==> src/rtl/game_pkg.sv <==
// game_pkg: shared encodings and helpers for the level sequencer.
//   - game_state_e : top-level game state machine encodings (3-bit)
//   - lvl_st_e     : internal level-sequencer states
//   - LVL_W        : level counter width
//   - MAX_LVL      : last playable level (FINISH once lvl exceeds it)
//   - hits_quota() : hits needed to clear a level, saturated to 8 bits
package game_pkg;

    localparam int LVL_W   = 13;
    localparam int MAX_LVL = 3;

    typedef enum logic [2:0] {
        GS_START      = 3'd0,
        GS_NEXT_LEVEL = 3'd1,
        GS_FAIL       = 3'd2,
        GS_FINISH     = 3'd3,
        GS_GAME       = 3'd4
    } game_state_e;

    typedef enum logic [1:0] {
        LC_IDLE = 2'd0,
        LC_ARM  = 2'd1,
        LC_RUN  = 2'd2,
        LC_DONE = 2'd3
    } lvl_st_e;

    // base + step*(lvl-1) evaluated in 16 bits, then clamped to what the
    // 8-bit HUD counter can hold.
    function automatic logic [7:0] hits_quota(input logic [LVL_W-1:0] lvl,
                                              input int unsigned base,
                                              input int unsigned step);
        logic [LVL_W-1:0] lvl_m1;
        logic [15:0]      need;
        lvl_m1 = lvl - LVL_W'(1);
        need   = 16'(base) + 16'(step) * {{(16-LVL_W){1'b0}}, lvl_m1};
        return (need > 16'd255) ? 8'd255 : need[7:0];
    endfunction

endpackage

==> src/rtl/game_tick_gen.sv <==
// game_tick_gen: one-second prescaler for the level timer.
//   clk    in  system clock
//   rst_n  in  asynchronous active-low reset
//   clr    in  synchronous clear of the prescaler (count restarts at 0)
//   tick   out one-cycle pulse in the cycle the count wraps TICK_DIV-1 -> 0
module game_tick_gen #(
    parameter int unsigned TICK_DIV = 65_000_000
) (
    input  logic clk,
    input  logic rst_n,
    input  logic clr,
    output logic tick
);

    localparam int unsigned          CNT_W = $clog2(TICK_DIV);
    localparam logic [CNT_W-1:0]     LAST  = CNT_W'(TICK_DIV - 1);

    logic [CNT_W-1:0] cnt_q, cnt_d;

    always_comb begin
        cnt_d = cnt_q;
        tick  = 1'b0;
        if (clr) begin
            cnt_d = '0;
        end else if (cnt_q == LAST) begin
            cnt_d = '0;
            tick  = 1'b1;
        end else begin
            cnt_d = cnt_q + CNT_W'(1);
        end
    end

    always_ff @(posedge clk or negedge rst_n) begin
        if (!rst_n) cnt_q <= '0;
        else        cnt_q <= cnt_d;
    end

endmodule

==> src/rtl/game_level_ctl.sv <==
// game_level_ctl: level sequencer beneath the game state machine. Owns level
// number, lives, per-level countdown and hit quota; reports level completion
// (next_lvl) or failure (fail) as registered one-cycle pulses.
//   clk, rst_n   clock, asynchronous active-low reset
//   game_state   current state of the game state machine
//   hit, miss    one-cycle gameplay pulses
//   lvl          current level (1-based), lives, time_left, hits_left: HUD/FSM
//   next_lvl     one-cycle pulse, level cleared
//   fail         one-cycle pulse, timer expired or last life lost
//
// state | meaning
// IDLE  | waiting for GAME; START reloads level and lives
// ARM   | one cycle: load timer and quota, restart prescaler
// RUN   | level in play: count ticks, hits, misses
// DONE  | outcome reported; counters frozen until game_state leaves GAME
module game_level_ctl
    import game_pkg::*;
#(
    parameter int unsigned TICK_DIV  = 65_000_000,
    parameter int unsigned LVL_TIME  = 60,
    parameter int unsigned BASE_HITS = 5,
    parameter int unsigned HITS_STEP = 2,
    parameter int unsigned LIVES     = 3
) (
    input  logic             clk,
    input  logic             rst_n,
    input  logic [2:0]       game_state,
    input  logic             hit,
    input  logic             miss,
    output logic [LVL_W-1:0] lvl,
    output logic [1:0]       lives,
    output logic [7:0]       time_left,
    output logic [7:0]       hits_left,
    output logic             next_lvl,
    output logic             fail
);

    localparam logic [LVL_W-1:0] LVL_SAT = '1;

    lvl_st_e          st_q, st_d;
    logic [LVL_W-1:0] lvl_q, lvl_d;
    logic [1:0]       lives_q, lives_d;
    logic [7:0]       time_q, time_d;
    logic [7:0]       hits_q, hits_d;
    logic             next_q, next_d;
    logic             fail_q, fail_d;

    logic tick;
    logic in_game;
    logic fail_c;
    logic comp_c;

    game_tick_gen #(.TICK_DIV(TICK_DIV)) u_tick (
        .clk   (clk),
        .rst_n (rst_n),
        .clr   (st_q == LC_ARM),
        .tick  (tick)
    );

    assign in_game = (game_state == GS_GAME);
    assign fail_c  = (tick && time_q == 8'd1) || (miss && lives_q == 2'd1);
    assign comp_c  = hit && hits_q == 8'd1;

    always_comb begin
        st_d    = st_q;
        lvl_d   = lvl_q;
        lives_d = lives_q;
        time_d  = time_q;
        hits_d  = hits_q;
        next_d  = 1'b0;
        fail_d  = 1'b0;
        case (st_q)
            LC_IDLE: begin
                if (game_state == GS_START) begin
                    lvl_d   = LVL_W'(1);
                    lives_d = 2'(LIVES);
                end else if (in_game) begin
                    st_d = LC_ARM;
                end
            end
            LC_ARM: begin
                time_d = 8'(LVL_TIME);
                hits_d = hits_quota(lvl_q, BASE_HITS, HITS_STEP);
                st_d   = LC_RUN;
            end
            LC_RUN: begin
                if (!in_game) begin
                    st_d = LC_IDLE;
                end else begin
                    // Counters only step down from non-zero; the terminal
                    // step of the one that fails is its write to 0.
                    if (tick && time_q != 8'd0)  time_d  = time_q - 8'd1;
                    if (hit && hits_q != 8'd0)   hits_d  = hits_q - 8'd1;
                    if (miss && lives_q != 2'd0) lives_d = lives_q - 2'd1;
                    // Fail outranks completion, as the state machine does.
                    if (fail_c) begin
                        fail_d = 1'b1;
                        st_d   = LC_DONE;
                    end else if (comp_c) begin
                        next_d = 1'b1;
                        if (lvl_q != LVL_SAT) lvl_d = lvl_q + LVL_W'(1);
                        st_d   = LC_DONE;
                    end
                end
            end
            LC_DONE: begin
                if (!in_game) st_d = LC_IDLE;
            end
            default: st_d = LC_IDLE;
        endcase
    end

    always_ff @(posedge clk or negedge rst_n) begin
        if (!rst_n) begin
            st_q    <= LC_IDLE;
            lvl_q   <= LVL_W'(1);
            lives_q <= 2'(LIVES);
            time_q  <= 8'd0;
            hits_q  <= 8'd0;
            next_q  <= 1'b0;
            fail_q  <= 1'b0;
        end else begin
            st_q    <= st_d;
            lvl_q   <= lvl_d;
            lives_q <= lives_d;
            time_q  <= time_d;
            hits_q  <= hits_d;
            next_q  <= next_d;
            fail_q  <= fail_d;
        end
    end

    assign lvl       = lvl_q;
    assign lives     = lives_q;
    assign time_left = time_q;
    assign hits_left = hits_q;
    assign next_lvl  = next_q;
    assign fail      = fail_q;

endmodule

==> config.mk <==
export PLATFORM = sky130hd
export DESIGN_NAME = game_level_ctl
export DESIGN_NICKNAME = d
export VERILOG_FILES = /design/src/rtl/game_pkg.sv /design/src/rtl/game_tick_gen.sv /design/src/rtl/game_level_ctl.sv
export SDC_FILE = /design/constraint.sdc
export NUM_CORES = 1
export LEC_CHECK = 0
export ABC_AREA = 1
export CAP_MARGIN = 20
export CORE_AREA = 8 8 107 109
export DETAILED_ROUTE_END_ITERATION = 10
export DIE_AREA = 0 0 115 117
export GPL_ROUTABILITY_DRIVEN = 0
export PLACE_DENSITY = 0.69
export SYNTH_ARGS = -nofsm -noshare
export SYNTH_HDL_FRONTEND = slang
export SYNTH_HIERARCHICAL = 1
export SYNTH_SLANG_ARGS = --single-unit
==> constraint.sdc <==
create_clock -name clk -period 4.95 [get_ports clk]
set_clock_uncertainty 0.1 [all_clocks]
set_input_delay 1.2375 -clock clk [delete_from_list [all_inputs] [get_ports clk]]
set_output_delay 1.2375 -clock clk [all_outputs]
set_load 0.01 [all_outputs]
======== Yosys cells after proc, flatten, opt, wreduce, memory -nomap -nowiden ========
Index checks and enable logic that the tools add are counted.
W data, S select, Z words.
storage, ports and cells
  bits of input ports ..................... 7
  flip-flop bits (word level) ............. 61
  word-level logic and storage cells ...... 91
  output and inout port bits .............. 33
operators by class
  equal/unequal tests ..................... 21
  magnitude comparators ................... 1
  reduce and logical (&&, ||, !) cells .... 19
  add/sub/neg operators ................... 7
  mux-type cells .......................... 35
operators by type and width
  kind                     count
  $mux W13                 5
  $mux W26                 2
  $mux W8                  5
  $pmux W8 S2              2
  $add A26 B1 Y26 const B  1
  $eq A26 B26 Y1 const B   1
  $pmux W13 S2             1
  $ne A2 B2 Y1 const B     11
  $mux W2                  9
  $eq A8 B1 Y1 const B     2
  $reduce_bool A8 Y1       2
  $sub A8 B1 Y8 const B    2
  $add A3 B14 Y15 const A  1
  $gt A15 B8 Y1 const B    1
  $add A13 B1 Y13 const B  1
  $ne A13 B13 Y1 const B   1
  $sub A13 B1 Y13 const B  1
  $mux W1                  9
  $pmux W2 S4              1
  $reduce_and A4 Y1        2
  $logic_and A1 B1 Y1      6
  $reduce_and A3 Y1        2
  $reduce_and A6 Y1        1
  $reduce_bool A2 Y1       3
  other kinds (9)          11

======== Longest topological paths before layout ========
Gate-level depths: netlist of run 1.
  word-level depth ........................ 8
  gate-level depth with buffers ........... 16
  mapped depth without buffers ............ 15

======== Hierarchy ========
Netlist of run 1, hierarchy kept.
modules (own cells, without submodules)
  module          cells an instance  times used  area an instance (sq um)  seq. area each (sq um)
  game_level_ctl  359                1           2693.8                    879.6
  game_tick_gen   205                1           1510.2                    650.6

======== Least setup slack after synthesis of run 1 ========
No wires, ideal clock.
  path kind ............................... input-to-reg
  from .................................... input hit
  to ...................................... register lvl_q[8], in the netlist lvl[8]
  setup slack ............................. 2484 ps
  path buffers ............................ 1
  library setup time ...................... 118 ps
  stages on the path ...................... 7
  data arrival time ....................... 2248 ps
  required time ........................... 4732 ps
  cell sequence ........................... nand2_1 or4_4 nand2_2 nand3_2 buf_6 nand2_1 o21ai_2
between the ends
  cells in the longest elaborated chain, start to end .. 3
RTL lines
  item                         RTL line               RTL
  start: declaration           game_level_ctl.sv:28   input logic hit,
  $logic_and A1 B1 Y1          game_level_ctl.sv:62   assign comp_c = hit && hits_q == 8'd1;
  $ne A2 B2 Y1 (no line)       -
  $reduce_and A6 Y1 (no line)  -
  end signal: assignment       game_level_ctl.sv:124  lvl_q <= lvl_d;
  end: declaration             game_level_ctl.sv:41   logic [LVL_W-1:0] lvl_q, lvl_d;
Every way passes these cells.
A chain may end at the register's enable or synchronous reset.

======== Final worst setup path of run 1 ========
  from .................................... input game_state[1]
  to ...................................... register lvl_q[10], in the netlist lvl[10]
between the ends
  cells in the longest elaborated chain, start to end .. 3
  elaborated cells between the ends (all ways) .. 5
  classes of those cells .................. eq/ne (3); reduce/logical (2)
RTL lines
  item                                              RTL line                                    RTL
  start: declaration                                game_level_ctl.sv:27                        input logic [2:0] game_state,
  $eq A3 B3 Y1 or $logic_not A3 Y1 (tied branches)  game_level_ctl.sv:60, game_level_ctl.sv:74
  $ne A2 B2 Y1 (no line)                            -
  $reduce_and A6 Y1 (no line) (*)                   -
Every way passes the cells marked *; elsewhere a longest branch is shown, timed or not.

==> results of run 1 <==
cell type report:
cell class | instances | area share, %
repair buffers | 41 | 8.25
well taps | 136 | 3.51
multi-input cells | 424 | 47.8
clock buffers | 11 | 2.71
flip-flops and latches | 61 | 31.5
inverters | 66 | 5.11
clock inverters | 5 | 1.08
cells by family after synthesis:
family | after synthesis | share of synthesized area, %
buffers and inverters | 79 | 8.42
AO/OA/AOI/OAI | 61 | 9.29
flip-flops | 61 | 36.4
XOR/XNOR | 22 | 5.21
adder cells (fa/ha/maj) | 10 | 2.98
AND/OR/NAND/NOR | 331 | 37.7
flip-flops by register name (all words and copies together), names as in the netlist:
| signal | cells |
|---|---|
| time_left | 8 |
| fail | 1 |
| u_tick/cnt_q | 26 |
| hits_left | 8 |
| next_lvl | 1 |
| st_q | 2 |
| lvl | 13 |
| lives | 2 |
layout by cell type, fill, tap and decap left out, drive strengths merged:
| cell type | n |
|---|---|
| a21oi | 19 |
| a31oi | 5 |
| and2 | 1 |
| buf | 3 |
| bufinv | 1 |
| clkbuf | 11 |
| clkdlybuf4s50 | 38 |
| clkinv | 4 |
| clkinvlp | 1 |
| dfrtp | 58 |
| dfstp | 3 |
| ha | 10 |
| inv | 65 |
| nand2 | 134 |
| nand3 | 53 |
| nand3b | 2 |
| nand4 | 15 |
| nor2 | 109 |
| nor3 | 8 |
| nor4 | 3 |
| o21ai | 34 |
| o21bai | 1 |
| o31ai | 2 |
| or2 | 5 |
| or4 | 1 |
| xnor2 | 9 |
| xor2 | 13 |
power by group through the flow:
stage / combinational [mW] / sequential [mW] / clock [mW]
after global placement: 0.415 / 0.627 / 0
after CTS: 0.428 / 0.622 / 0.440
after global routing: 0.478 / 0.633 / 0.463
after floorplan: 0.278 / 0.630 / 0
final: 0.421 / 0.621 / 0.427
after detailed placement: 0.426 / 0.629 / 0
per-layer routing:
metal,global-route usage [%],wire length (µm),vias up
met5,0,0,-
met4,4.90,99,0
met3,3.75,411,8
met2,28.7,5040,69
met1,19.0,4450,1728
li1,-,-,1889
metrics by stage:
stage | setup WS (ns) | cells | power (mW) | hold slack, ns
global placement | 1.62 | 728 | 1.04 | 0.372
floorplan | 2.48 | 564 | 0.908 | 0.350
global route | 1.70 | 744 | 1.57 | 0.417
finish | 1.88 | 744 | 1.47 | 0.400
CTS | 1.92 | 744 | 1.49 | 0.401
detailed placement | 1.54 | 728 | 1.06 | 0.392
critical path, stage by stage:
cell	delay, ns
clkdlybuf4s50_1	0.43
nor2_1	0.16
nand2_1	0.15
inv_1	0.10
nand2_1	0.08
a21oi_1	0.21
nand3_2	0.48
nand2_1	0.25
o21ai_2	0.07
worst min-delay path by stage:
| stage | start | endpoint | slack (ns) | cells past startpoint |
|---|---|---|---|---|
| 2_1_floorplan | u_tick/cnt_q[0]$_DFF_PN0_ | u_tick/cnt_q[0]$_DFF_PN0_ | 0.35 | 1 |
| 3_3_place_gp | u_tick/cnt_q[0]$_DFF_PN0_ | u_tick/cnt_q[0]$_DFF_PN0_ | 0.37 | 1 |
| 3_5_place_dp | u_tick/cnt_q[0]$_DFF_PN0_ | u_tick/cnt_q[0]$_DFF_PN0_ | 0.39 | 1 |
| 4_1_cts | u_tick/cnt_q[0]$_DFF_PN0_ | u_tick/cnt_q[0]$_DFF_PN0_ | 0.40 | 1 |
| 5_1_grt | u_tick/cnt_q[0]$_DFF_PN0_ | u_tick/cnt_q[0]$_DFF_PN0_ | 0.42 | 1 |
| 6_report | u_tick/cnt_q[0]$_DFF_PN0_ | u_tick/cnt_q[0]$_DFF_PN0_ | 0.40 | 1 |
==> results.sh, run 1 <==
export IMPL_async_flop_share_pct=100
export IMPL_drt_pass1_iter_count=4
export IMPL_min_path_type="reg -> reg"
export IMPL_critPathArrivalTime_ns=3.19
export IMPL_ant_nets=0
export IMPL_insertion_delay_ns=0.34
export IMPL_wl_um=10000
export IMPL_rows=37
export IMPL_drtIter0Drc=185
export IMPL_synthesis_nets=581
export IMPL_root_buffer="clkbuf_8"
export IMPL_p_leak_nw=2.12
export IMPL_antenna_found_initial=0
export IMPL_fillers=992
export IMPL_fin_setup_tns_ns=0
export IMPL_startpoint_type="primary input"
export IMPL_cts_setup_buffers=0
export IMPL_internal_power_mw=0.962
export IMPL_cp_required_ns=5.07
export IMPL_status="finished clean"
export IMPL_combPwrFrac_pct=28.7
export IMPL_die_x_um=115
export IMPL_cts_sinks=61
export IMPL_grt_max_degree=33
export IMPL_dpl_cell_area_um2=4670
export IMPL_numCtsBuffers=9
export IMPL_core_um2=9910
export IMPL_overflow=0
export IMPL_ys_warn_count=6
export IMPL_synth_edf_count=0
export IMPL_p_clk_share_pct=29.0
export IMPL_synth_flop_cell="dfrtp_1"
export IMPL_syn_area_per_cell_um2=7.45
export IMPL_crit_end="lvl[10]$_DFFE_PN0P_"
export IMPL_sw_frac_of_total_pct=34.5
export IMPL_diodes=0
export IMPL_startpoint="game_state[1]"
export IMPL_rsz0062_at_grt="no"
export IMPL_netlist_area_um2=4200
export IMPL_tightest_slew_ns=0.725
export IMPL_syn_to_final_growth_pct=15.4
export IMPL_yosys_top_cells_area="dfrtp_1, nand2_1, nor2_1"
export IMPL_synth_cells=564
export IMPL_finalCriticalPeriod_ns=3.07
export IMPL_finalSetupViolations=0
export IMPL_clk_path_buf_depth=2
export IMPL_fin_nets=620
export IMPL_cts_tree="done"
export IMPL_ir_drop_v=0.000154
export IMPL_yosysMostFrequentCell="nand2_1"
export IMPL_grt_pass1_wl_um=17500
export IMPL_ys_types=41
export IMPL_grt_util_all_layers_pct=16.2
export IMPL_worst_setup_path_type="in -> reg"
export IMPL_vias_per_cell=4.97
export IMPL_multiInputGateArea_um2=2320
export IMPL_end_kind="flop"
export IMPL_seq_area_frac_synth_pct=36.4
export IMPL_fin_crit_sh_pct=62.0
export IMPL_max_slew_margin_pct=51.7
export IMPL_p_sw_mw=0.508
export IMPL_drt_drc_violations_left=0
export IMPL_via_count=3694
export IMPL_p_per_area_nw_per_um2=303
export IMPL_chipHeight_um=117
export IMPL_final_area_um2=4850
export IMPL_r2r_end="lvl[10]$_DFFE_PN0P_"
export IMPL_power_frac_seq_pct=42.3
export IMPL_post_drt_wl_per_cell_um=13.4
export IMPL_regArea_um2=1530
export IMPL_fmax_mhz=326
export IMPL_post_cts_resized=0
export IMPL_final_util_pct=49.0
export IMPL_r2r_cells=15
export IMPL_design_die_area_um2=13500
export IMPL_synth_top_area_share_pct=34.5
export IMPL_rrSetupSlack_ns=2.16
export IMPL_cts_reportedPaths_clkPinSlew_ns=0.08
export IMPL_max_cap_violations=0
export IMPL_drive_above_1_share_pct=14.5
export IMPL_yosys_register_bits=61
export IMPL_start_util_pct=42.4
export IMPL_finalHoldViolations=0
export IMPL_io_buffer_count=39
export IMPL_grt_pass1_vias=3719
export IMPL_cts_htree_levels=3
export IMPL_reg2reg_from="u_tick/cnt_q[0]$_DFF_PN0_"
export IMPL_cts_hold_buf=0
export IMPL_slew_viol_final=0
export IMPL_yosysTopAreaCell="dfrtp_1"
export IMPL_critical_path_max_fanout=24
export IMPL_synth_common_cells="nand2_1, nor2_1, dfrtp_1, inv_1, nand3_1"
export IMPL_dp_hpwl_um=7590
export IMPL_io_pins=40
No activity file was read; power rests on OpenSTA's default activity.
==> run 2: changes to the inputs <==
--- a/config.mk
+++ b/config.mk
@@ -11,7 +11,7 @@
 export DETAILED_ROUTE_END_ITERATION = 10
 export DIE_AREA = 0 0 115 117
 export GPL_ROUTABILITY_DRIVEN = 0
-export PLACE_DENSITY = 0.69
+export PLACE_DENSITY = 0.72
 export SYNTH_ARGS = -nofsm -noshare
 export SYNTH_HDL_FRONTEND = slang
 export SYNTH_HIERARCHICAL = 1
==> constraint.sdc (replaced) <==
create_clock -name clk -period 2.6 [get_ports clk]
set_clock_uncertainty 0.1 [all_clocks]
set_input_delay 0.65 -clock clk [delete_from_list [all_inputs] [get_ports clk]]
set_output_delay 0.65 -clock clk [all_outputs]
set_load 0.01 [all_outputs]
==> results.sh, run 2 (synthesis gave the netlist of run 1 again) <==
export IMPL_end_kind="flop"
export IMPL_cts_htree_levels=3
export IMPL_io_pins=40
export IMPL_slew_viol_final=0
export IMPL_rsz0062_at_grt="no"
export IMPL_design_die_area_um2=13500
export IMPL_numCtsBuffers=9
export IMPL_drive_above_1_share_pct=15.7
export IMPL_cpPeakStageDelay_ns=0.58
export IMPL_drt_pass1_iter_count=5
export IMPL_worst_setup_path_type="reg -> reg"
export IMPL_reg2reg_from="lvl[0]$_DFFE_PN1P_"
export IMPL_p_per_area_nw_per_um2=577
export IMPL_status="finished clean"
export IMPL_critical_path_max_fanout=7
export IMPL_wl_um=9690
export IMPL_chipHeight_um=117
export IMPL_p_total_mw=2.86
export IMPL_p_leak_nw=2.17
export IMPL_cts_sinks=61
export IMPL_critPathSlowestCell="dfstp_2"
export IMPL_insertion_delay_ns=0.33
export IMPL_tightest_slew_ns=0.428
export IMPL_drtIter0Drc=187
export IMPL_ir_drop_v=0.000329
export IMPL_overflow=0
export IMPL_drt_drc_violations_left=0
export IMPL_critPathArrivalTime_ns=2.46
export IMPL_finalSetupViolations=0
export IMPL_finalCriticalPeriod_ns=2.34
export IMPL_core_um2=9910
export IMPL_clk_path_buf_depth=2
export IMPL_via_count=3769
export IMPL_fmax_mhz=428
export IMPL_io_buffer_count=39
export IMPL_cts_hold_buf=0
export IMPL_worstPathCellList="inv_2 > ha_1 > xnor2_1 > inv_1 > ha_1 > nand3_1 > nor2_2 > nand2_2 > o21ai_4 > nand4_1 > nand2_1 > nand2_1"
export IMPL_layout_common_cells="nand2_1, nor2_1, dfrtp_1, inv_1, nand3_1"
export IMPL_start_util_pct=42.4
export IMPL_fin_setup_tns_ns=0
export IMPL_syn_to_final_growth_pct=17.7
export IMPL_cts_reportedPaths_clkPinSlew_ns=0.07
export IMPL_startpoint="lvl[0]$_DFFE_PN1P_"
export IMPL_grt_pass1_wl_um=16800
export IMPL_rrSetupSlack_ns=0.26
export IMPL_dp_hpwl_um=7220
export IMPL_vias_per_cell=5.01
export IMPL_min_path_type="in -> async"
export IMPL_finalHoldViolations=0
export IMPL_startpoint_type="flop"
export IMPL_antenna_found_initial=0
export IMPL_ant_nets=0
export IMPL_cp_required_ns=2.73
export IMPL_max_slew_margin_pct=71.5
export IMPL_post_drt_wl_per_cell_um=12.9
export IMPL_grt_util_all_layers_pct=15.5
export IMPL_path_buf_inv=2
export IMPL_crit_family="simple AND/OR/NAND/NOR gates"
export IMPL_grt_pass1_vias=3655
export IMPL_rows=37
export IMPL_layout_commonest_cell="nand2_1"
export IMPL_fin_crit_sh_pct=90.0
export IMPL_fin_nets=628
export IMPL_die_x_um=115
export IMPL_root_buffer="clkbuf_8"
export IMPL_grt_max_degree=62
export IMPL_top_register="u_tick/cnt_q"
export IMPL_diodes=0
export IMPL_largest_reg_flops=26
export IMPL_cts_tree="done"
export IMPL_max_cap_violations=0
[run 2: changes by cell type in the layout (fill, tap and decap cells not counted)]
cell,delta
buf_12,+2
buf_4,+6
clkbuf_8,+1
clkinv_2,-1
clkinv_4,+1
clkinvlp_4,-1
ha_1,-1
ha_2,+1
[run 2: final cells by class]
class                   count  area (µm²)
clock buffers              12         145
clock inverters             4        48.8
fillers                   999        4960
inverters                  66         248
multi-input cells         424        2320
flip-flops and latches     61        1530
well taps                 136         170
repair buffers             49         485
[run 2: timing repair]
item	4_1_cts	5_1_grt
resized for setup	0	1
endpoints found under the setup margin	0	11
buffers inserted	0	1
hold endpoints to repair	0	0
[run 2: power breakdown]
group | total (mW) | internal [mW] | switching (mW)
sequential | 1.17 | 1.06 | 0.111
clock | 0.847 | 0.468 | 0.379
combinational | 0.838 | 0.361 | 0.477
total | 2.86 | 1.89 | 0.967
[run 2: worst register-to-register path, delay by kind of cell (launching register included)]
family | cells | cell delay (ns)
compound gates | 1 | 0.22
xor+xnor | 1 | 0.14
fa+ha+maj | 2 | 0.39
buf+inv | 2 | 0.13
flops | 1 | 0.58
simple gates | 6 | 0.68
[run 2: path summary, 6_finish.rpt]
path,endpoint,cells after the start
worst max register to register,hits_left[2]$_DFFE_PN0P_,12
worst min register to register,lvl[0]$_DFFE_PN1P_,2
max in group asynchronous,lvl[0]$_DFFE_PN1P_,2
worst min-delay path,u_tick/cnt_q[16]$_DFF_PN0_,2
worst max-delay path,hits_left[2]$_DFFE_PN0P_,12
min in group clk,lvl[0]$_DFFE_PN1P_,2
[run 2: routing by layer]
layer	wire (µm)	share of wire, %	GRT usage, %
met2	4870	50	27.3
met1	4270	44	18.3
met3	485	5.0	4.00
met5	0	0	0
met4	72	0.74	4.03
[run 2: stage by stage]
| stage | std cells | hold slack, ns | utilization [%] | cell area [µm²] | setup slack, ns |
|---|---|---|---|---|---|
| 6_report | 752 | 0.213 | 50.0 | 4950 | 0.261 |
| 3_5_place_dp | 735 | 0.382 | 47.9 | 4750 | 0.115 |
| 2_1_floorplan | 564 | 0.254 | - | 4200 | 0.334 |
| 3_3_place_gp | 735 | 0.374 | 47.9 | 4750 | 0.189 |
| 4_1_cts | 751 | 0.220 | 49.9 | 4940 | 0.202 |
| 5_1_grt | 752 | 0.246 | 50.0 | 4950 | 0.0331 |
==> run 3: changes to the inputs <==
--- a/config.mk
+++ b/config.mk
@@ -7,12 +7,11 @@
 export LEC_CHECK = 0
 export ABC_AREA = 1
 export CAP_MARGIN = 20
-export CORE_AREA = 8 8 107 109
+export CORE_AREA = 8 8 111 113
 export DETAILED_ROUTE_END_ITERATION = 10
-export DIE_AREA = 0 0 115 117
+export DIE_AREA = 0 0 119 121
 export GPL_ROUTABILITY_DRIVEN = 0
-export PLACE_DENSITY = 0.72
+export PLACE_DENSITY = 0.67
 export SYNTH_ARGS = -nofsm -noshare
 export SYNTH_HDL_FRONTEND = slang
-export SYNTH_HIERARCHICAL = 1
 export SYNTH_SLANG_ARGS = --single-unit
==> results.sh, run 3 <==
export IMPL_status="finished clean"
export IMPL_clk_path_buf_depth=2
export IMPL_layout_commonest_cell="nand2_1"
export IMPL_vias_per_cell=5.23
export IMPL_diodes=0
export IMPL_finalHoldViolations=0
export IMPL_finalSetupViolations=0
export IMPL_die_x_um=119
export IMPL_cts_tree="done"
export IMPL_worstPathCellList="clkdlybuf4s50_1"
export IMPL_synth_common_cells="nand2_1, nor2_1, inv_1, dfrtp_1, nand3_1"
export IMPL_fin_setup_tns_ns=0
export IMPL_synth_edf_count=0
export IMPL_overflow=0
export IMPL_io_pins=40
export IMPL_cpPeakStageDelay_ns=0.63
export IMPL_drtIter0Drc=269
export IMPL_cts_htree_levels=3
export IMPL_via_count=4051
export IMPL_ys_types=39
export IMPL_antenna_found_initial=0
export IMPL_grt_max_degree=28
export IMPL_synth_cells=586
export IMPL_start_util_pct=39.0
export IMPL_layout_common_cells="nand2_1, nor2_1, inv_1, dfrtp_1, nand3_1"
export IMPL_yosysMostFrequentCell="nand2_1"
export IMPL_finalCriticalPeriod_ns=2.34
export IMPL_fmax_mhz=428
export IMPL_slew_viol_final=0
export IMPL_fin_crit_sh_pct=89.9
export IMPL_yosys_top_cells_area="dfrtp_1, nand2_1, nor2_1"
export IMPL_core_um2=10600
export IMPL_drt_drc_violations_left=0
export IMPL_dp_hpwl_um=8310
export IMPL_grt_pass1_vias=3981
export IMPL_yosys_register_bits=61
export IMPL_power_frac_seq_pct=32.8
export IMPL_p_total_mw=4.30
export IMPL_wl_um=11200
export IMPL_drive_above_1_share_pct=8.19
export IMPL_insertion_delay_ns=0.34
export IMPL_multiInputGateArea_um2=2300
export IMPL_startpoint_type="flop"
export IMPL_fillers=1081
export IMPL_regArea_um2=1530
export IMPL_ir_drop_v=0.000637
export IMPL_tightest_slew_ns=0.642
export IMPL_post_cts_resized=0
export IMPL_numCtsBuffers=9
export IMPL_root_buffer="clkbuf_8"
export IMPL_grt_pass1_wl_um=19000
export IMPL_io_buffer_count=39
export IMPL_synth_flop_cell="dfrtp_1"
export IMPL_yosysTopAreaCell="dfrtp_1"
export IMPL_synthesis_nets=603
export IMPL_critPathSlowestCell="clkdlybuf4s50_1"
export IMPL_p_clk_share_pct=22.2
export IMPL_drt_pass1_iter_count=5
export IMPL_syn_to_final_growth_pct=19.0
export IMPL_seq_area_frac_synth_pct=37.0
export IMPL_path_buf_inv=1
export IMPL_post_drt_wl_per_cell_um=14.4
export IMPL_place_ws_ns=0.217
export IMPL_grt_util_all_layers_pct=15.9
export IMPL_worst_setup_path_type="reg -> out"
export IMPL_rows=38
export IMPL_rsz0062_at_grt="no"
export IMPL_syn_area_per_cell_um2=7.05
export IMPL_largest_reg_flops=26
export IMPL_synth_top_area_share_pct=35.1
export IMPL_chipHeight_um=121
export IMPL_design_die_area_um2=14400
export IMPL_rrSetupSlack_ns=0.27
export IMPL_p_per_area_nw_per_um2=874
export IMPL_ant_nets=0
export IMPL_critical_path_max_fanout=10
export IMPL_cts_setup_buffers=0
export IMPL_combPwrFrac_pct=45.0
export IMPL_fin_nets=648
export IMPL_max_slew_margin_pct=57.0
export IMPL_cts_hold_buf=0
export IMPL_worst_slack_ns=0.264
export IMPL_ys_warn_count=0
export IMPL_cp_required_ns=1.85
export IMPL_end_kind="output pin"
export IMPL_p_leak_nw=2.24
export IMPL_p_sw_mw=1.81
export IMPL_min_path_type="in -> async"
export IMPL_crit_family="buffers and inverters"
export IMPL_sw_frac_of_total_pct=42.1
export IMPL_async_flop_share_pct=100
export IMPL_top_register="u_tick.cnt_q"
export IMPL_critPathArrivalTime_ns=1.59
export IMPL_max_cap_violations=0
export IMPL_internal_power_mw=2.49
export IMPL_cts_reportedPaths_clkPinSlew_ns=0.08
export IMPL_cts_sinks=61
export IMPL_netlist_area_um2=4130
run 3: final cells by class:
type	instances	share of cell area (%)
timing repair buffer	46	9.16
tap	140	3.56
clock inverter	4	1.48
clock buffer	11	2.88
multi-input combinational	448	46.8
inverter	65	4.96
sequential	61	31.1
run 3: per-stage QoR:
| step | utilization [%] | instances | hold WS, ns | area (µm²) |
|---|---|---|---|---|
| 6_report | 46.4 | 775 | 0.232 | 4910 |
| 5_1_grt | 46.4 | 775 | 0.283 | 4910 |
| 4_1_cts | 46.3 | 775 | 0.252 | 4910 |
| 3_5_place_dp | 44.3 | 760 | 0.394 | 4700 |
| 3_3_place_gp | 44.3 | 760 | 0.369 | 4700 |
| 2_1_floorplan | - | 586 | 0.254 | 4130 |
run 3: kinds of logic (layout without fill, tap and decap cells):
kind of cell,Yosys count,after routing,share of synthesized area [%]
fa+ha+maj,10,10,3.03
xor+xnor,23,23,4.88
compound gates,60,60,8.57
simple gates,355,355,39.1
buf+inv,77,126,7.39
flops,61,61,37.0
run 3: worst paths after layout:
| kind | startpoint | to | cells after the start |
|---|---|---|---|
| max | lvl[2]$_DFFE_PN0P_ | lvl[2] | 1 |
| min | rst_n | u_tick.cnt_q[17]$_DFF_PN0_ | 1 |
| min in group clk | u_tick.cnt_q[0]$_DFF_PN0_ | u_tick.cnt_q[0]$_DFF_PN0_ | 1 |
| max reg2reg | lvl[0]$_DFFE_PN1P_ | lvl[7]$_DFFE_PN0P_ | 10 |
| max in group asynchronous | rst_n | lvl[0]$_DFFE_PN1P_ | 2 |
| min reg2reg | u_tick.cnt_q[0]$_DFF_PN0_ | u_tick.cnt_q[0]$_DFF_PN0_ | 1 |
run 3: power groups by stage:
stage	Combinational (mW)	Clock, mW	Sequential, mW
finish	1.93	0.955	1.41
floorplan	1.23	0	1.43
detailed placement	1.93	0	1.42
CTS	1.94	0.976	1.41
global placement	1.89	0	1.41
global route	2.20	1.01	1.44
run 3: routing by layer:
metal	GRT usage, %	vias up	part of all wire (%)
li1	-	1985	-
met5	0	-	0
met3	4.23	18	6.2
met2	26.8	158	48
met1	19.5	1890	44
met4	4.98	0	2.0
